File: src/rtl/ieee_pkg.sv
// ieee_pkg: shared constants and FSM encoding for the IEEE-754 single
// precision <-> unsigned fixed-point decoder/encoder pair.
//   state_t    : IDLE/LOAD/SHIFT/DONE encoding (also driven on the state port)
//   IEEE_BIAS  : single-precision exponent bias
//   EXP_OFFSET : exponent whose leading one lands on fixed-point bit 0
//   EXP_MAX    : exponent whose leading one lands on the top fixed-point bit
//   FP_W/FRAC_W: fixed-point width and fraction bits
package ieee_pkg;

  typedef enum logic [1:0] {
    S_IDLE  = 2'd0,
    S_LOAD  = 2'd1,
    S_SHIFT = 2'd2,
    S_DONE  = 2'd3
  } state_t;

  localparam int IEEE_BIAS  = 127;
  localparam int EXP_OFFSET = 103;
  localparam int EXP_MAX    = 138;
  localparam int FP_W       = 36;
  localparam int FRAC_W     = 24;
  localparam int MANT_W     = 23;

endpackage

File: src/rtl/ieee_decoder.sv
// ieee_decoder: converts the magnitude of an IEEE-754 single-precision word
// into an unsigned fixed-point value with FRAC_W fraction bits, using a
// serial right-shifter (one bit per cycle).
//   clk, rst : clock, synchronous active-high reset
//   enable   : request, only looked at in IDLE
//   sp_ieee  : {sign, exp[7:0], mant[22:0]}; sign is ignored
//   fp       : registered fixed-point result, held between results
//   done     : one-cycle pulse while in DONE
//   ovf/unf  : saturated / flushed-to-zero flags, updated with fp
//   state    : current FSM state
module ieee_decoder #(
  parameter int FP_W   = 36,
  parameter int FRAC_W = 24
) (
  input  logic            clk,
  input  logic            rst,
  input  logic            enable,
  input  logic [31:0]     sp_ieee,
  output logic [FP_W-1:0] fp,
  output logic            done,
  output logic            ovf,
  output logic            unf,
  output logic [1:0]      state
);
  import ieee_pkg::*;

  // Leading one of the mantissa sits at work[FP_W-1] right after LOAD.
  localparam int PAD_W = FP_W - 1 - MANT_W;
  // Exponent window whose leading one lands inside the fp word.
  localparam logic [7:0] EXP_LO = 8'(IEEE_BIAS - FRAC_W);
  localparam logic [7:0] EXP_HI = 8'(IEEE_BIAS - FRAC_W + FP_W - 1);

  state_t            state_q, state_d;
  logic [30:0]       mag_q, mag_d;
  logic [FP_W-1:0]   work_q, work_d;
  logic [5:0]        cnt_q, cnt_d;
  logic [FP_W-1:0]   fp_q, fp_d;
  logic              done_q, done_d;
  logic              ovf_q, ovf_d;
  logic              unf_q, unf_d;
  logic [7:0]        exp_w;

  // Magnitude only: the sign bit is never captured.
  logic sign_unused;
  assign sign_unused = sp_ieee[31];

  assign exp_w = mag_q[30:23];

  always_comb begin
    state_d = state_q;
    mag_d   = mag_q;
    work_d  = work_q;
    cnt_d   = cnt_q;
    fp_d    = fp_q;
    done_d  = done_q;
    ovf_d   = ovf_q;
    unf_d   = unf_q;
    case (state_q)
      S_IDLE: begin
        done_d = 1'b0;
        if (enable) begin
          mag_d   = sp_ieee[30:0];
          state_d = S_LOAD;
        end
      end
      S_LOAD: begin
        if (exp_w == 8'd0) begin
          // Zero and denormals both decode to 0 without a flag.
          fp_d    = '0;
          ovf_d   = 1'b0;
          unf_d   = 1'b0;
          done_d  = 1'b1;
          state_d = S_DONE;
        end else if (exp_w == 8'd255 || exp_w > EXP_HI) begin
          fp_d    = '1;
          ovf_d   = 1'b1;
          unf_d   = 1'b0;
          done_d  = 1'b1;
          state_d = S_DONE;
        end else if (exp_w < EXP_LO) begin
          fp_d    = '0;
          ovf_d   = 1'b0;
          unf_d   = 1'b1;
          done_d  = 1'b1;
          state_d = S_DONE;
        end else begin
          work_d  = {1'b1, mag_q[22:0], {PAD_W{1'b0}}};
          // Shift count = distance of the leading one from the top bit.
          cnt_d   = 6'(EXP_HI - exp_w);
          state_d = S_SHIFT;
        end
      end
      S_SHIFT: begin
        if (cnt_q != 6'd0) begin
          work_d = work_q >> 1;  // bits falling off the bottom are truncated
          cnt_d  = cnt_q - 6'd1;
        end else begin
          fp_d    = work_q;
          ovf_d   = 1'b0;
          unf_d   = 1'b0;
          done_d  = 1'b1;
          state_d = S_DONE;
        end
      end
      S_DONE: begin
        done_d  = 1'b0;
        state_d = S_IDLE;
      end
      default: state_d = S_IDLE;
    endcase
  end

  always_ff @(posedge clk) begin
    if (rst) begin
      state_q <= S_IDLE;
      mag_q   <= '0;
      work_q  <= '0;
      cnt_q   <= '0;
      fp_q    <= '0;
      done_q  <= 1'b0;
      ovf_q   <= 1'b0;
      unf_q   <= 1'b0;
    end else begin
      state_q <= state_d;
      mag_q   <= mag_d;
      work_q  <= work_d;
      cnt_q   <= cnt_d;
      fp_q    <= fp_d;
      done_q  <= done_d;
      ovf_q   <= ovf_d;
      unf_q   <= unf_d;
    end
  end

  assign fp    = fp_q;
  assign done  = done_q;
  assign ovf   = ovf_q;
  assign unf   = unf_q;
  assign state = state_q;

endmodule

File: config.mk
export PLATFORM = sky130hd
export DESIGN_NAME = ieee_decoder
export DESIGN_NICKNAME = d
export VERILOG_FILES = /design/src/rtl/ieee_pkg.sv /design/src/rtl/ieee_decoder.sv
export SDC_FILE = /design/constraint.sdc
export NUM_CORES = 1
export LEC_CHECK = 0
export ABC_AREA = 0
export CELL_PAD_IN_SITES_DETAIL_PLACEMENT = 0
export CELL_PAD_IN_SITES_GLOBAL_PLACEMENT = 2
export CORE_MARGIN = 2
export CORE_UTILIZATION = 32
export DETAILED_ROUTE_END_ITERATION = 8
export HOLD_SLACK_MARGIN = 0.05
export PLACE_DENSITY = 0.79
export RECOVER_POWER = 100
export SLEW_MARGIN = 20
export SYNTH_ARGS = -nofsm -noshare
export SYNTH_HDL_FRONTEND = slang
export SYNTH_SLANG_ARGS = --single-unit
File: constraint.sdc
create_clock -name clk -period 2.7 [get_ports clk]
set_input_delay 0.27 -clock clk [delete_from_list [all_inputs] [get_ports clk]]
set_output_delay 0.27 -clock clk [all_outputs]
set_load 0.005 [all_outputs]
==> reports/summary.txt <==
status = finished clean
pin count of the biggest net entering global routing = 63
number of flops mapped to enable cells by yosys = 0
initial DRC count = 214
maxcap violations = 0
total gr overflow = 0
Slew headroom = 0.563
layout cells sized above 1 = 0.0810
CTS Buf Count = 17
postcts setup bufs = 0
hold-fix buffers at CTS = 0
Routed Antenna Nets = 0
Hold WC Path Type = in2reg
# setup viols final = 0
IO Port Bufs = 74
clock root buffer = clkbuf_16
Sw Share = 0.362
Max Clock Freq = 415 MHz
Flop pwr share = 0.324
Period Utilization, post-route = 0.893
first-pass GRT wire length = 19.4 mm
row count = 44
CTS resizes = 0
Power Dens Cells = 1080 nW/um^2
fillers = 1492
Overall Global Routing Usage = 0.153
total power = 0.00677 W
Register Area = 2280 sq um
critical path endpoint category = flop
Worst EP arrival = 2.75 ns
H-tree depth = 4
Syn Area/Cell = 8.72 sq um
CTS tree = yes
Die Footprint = 15900 sq um
net load switching power = 0.00245 W
# IOs = 76
Routed WL = 11.9 mm
DP Worst Slack = 0.359 ns
most frequent cells in the layout = dfxtp_1, nand2_1, a21oi_1
Via density = 4.99
Yosys top cell by area = dfxtp_1
DRC viols = 0
RSZ-0062 raised after global routing = no
worst skew pair latency = 0.41 ns
ant diodes = 0
chip width = 126 um
ys flop type = dfxtp_1
Non-Filler Instances = 814
Setup TNS Final = 0 ns
Startpoint Class = flop
Hold Vio Cnt, Final = 0
Syn Nets = 592
worst slew pin tran = 0.654 ns
Area Overhead vs Synth = 30.6%
dpl hpwl = 7.91 mm
combinational share of power = 0.375
Cell variety after synth = 46
worst endpoint required time = 3.04 ns
multi-input logic area = 2130 sq um
Int Pwr = 0.00432 W
post-synthesis sequential area ratio = 0.478
Inst Count DP = 782
core area = 14500 sq um
# clock sinks = 114
Net count, final = 661
CP Class = reg2reg
yosys warns = 0
GP Congestion = 0.834
DR vias = 4064
synth top area cells = dfxtp_1, nand2_1, a221oi_1
Cell Area, Synth = 4780 sq um
DR WL/cell = 14.6 um
Yosys top cell area share = 0.478
starting density of the core = 0.329
Clock Power Share = 0.301
Worst Skew = 0.00737 ns
Synth async-reset ratio = 0
Die Y = 126 um
worst setup margin = 0.288 ns
DRT Pass-1 Iters = 4
clk buf depth = 2
Peak VDD IR = 0.000528 V
initial antenna violation count = 0
Worst-path clk slew = 0.05 ns
post-synthesis cell count = 548
Slew Limit Fails = 0
Leakage = 2.36 nW
post-synthesis register bit count = 114
CP max FO = 25
Worst Hold Slack = 0.284 ns
commonest non-fill, non-tap cell in the layout = dfxtp_1
vias in the first global route = 3866
fin crit period = 2.41 ns
-- cell families after synthesis --
logic type | share of synthesized area
mux | 0.00838
buf+inv | 0.0731
flops | 0.478
fa+ha+maj | 0.0236
xor+xnor | 0.00917
simple gates | 0.174
compound gates | 0.234
-- power groups by stage --
| stage | clock network [W] | registers [W] | logic (W) |
|---|---|---|---|
| 2_1_floorplan | 0 | 0.00221 | 0.00164 |
| 3_3_place_gp | 0 | 0.00223 | 0.00265 |
| 3_5_place_dp | 0 | 0.00224 | 0.00268 |
| 4_1_cts | 0.00209 | 0.00220 | 0.00269 |
| 5_1_grt | 0.00217 | 0.00224 | 0.00282 |
| 6_report | 0.00204 | 0.00219 | 0.00254 |
-- metrics by stage --
stage,utilization,instance area [sq um]
after floorplan,-,4780
after global placement,0.393,5720
after detailed placement,0.395,5740
after CTS,0.432,6280
after global routing,0.429,6240
final,0.429,6240
-- routing by layer --
| layer | global-route usage | vias up | wire length [um] |
|---|---|---|---|
| li1 | - | 2060 | - |
| met1 | 0.197 | 1902 | 5790 |
| met2 | 0.238 | 83 | 5240 |
| met3 | 0.0442 | 19 | 607 |
| met4 | 0.0685 | 0 | 235 |
| met5 | 0 | - | 0 |
-- registers in the layout, summed over array words and instances, names as in the netlist --
name and cells:
done 1, state 2, mag_q 31, fp 36
work_q 36, ovf 1, unf 1, cnt_q 6
-- synth_stat cells (2+ instances only) --
| cell type | count |
|---|---|
| dfxtp_1 | 114 |
| nand2_1 | 104 |
| a21oi_1 | 54 |
| inv_1 | 45 |
| a221oi_1 | 36 |
| clkbuf_1 | 28 |
| o21ai_0 | 25 |
| and2_1 | 24 |
| a221o_1 | 23 |
| or3_1 | 14 |
| buf_2 | 9 |
| ha_1 | 9 |
| nor2_1 | 8 |
| nand3_1 | 6 |
| a31oi_1 | 4 |
| mux2i_1 | 4 |
| nor2b_1 | 4 |
| xor2_1 | 3 |
| buf_1 | 2 |
| buf_6 | 2 |
| nand2b_1 | 2 |
| o31ai_1 | 2 |
| or4_1 | 2 |
| xnor2_1 | 2 |
-- critical path, cell delays in order (launching register included) --
cell       delay (ns)
dfxtp_1          0.39
inv_1            0.11
ha_2             0.22
buf_4            0.22
a21bo_1          0.30
o2111ai_1        0.19
clkbuf_2         0.34
or3_1            0.42
a21oi_1          0.13
-- final cells by class --
type,count,share of cell area
Sequential cell,114,0.366
Multi-Input combinational cell,348,0.342
Timing Repair Buffer,91,0.143
Clock buffer,27,0.0774
Tap cell,184,0.0369
Inverter,45,0.0271
Clock inverter,5,0.00842
-- final timing paths --
check	startpoint	end	slack (ns)	cells past startpoint
hold reg to reg	mag_q[3]	mag_q[3]	0.45	2
setup reg to reg	state[0]	unf	0.29	8
setup / recovery	state[0]	unf	0.29	8
hold / removal	rst	ovf	0.28	2
(Power assumes the default switching activity.)
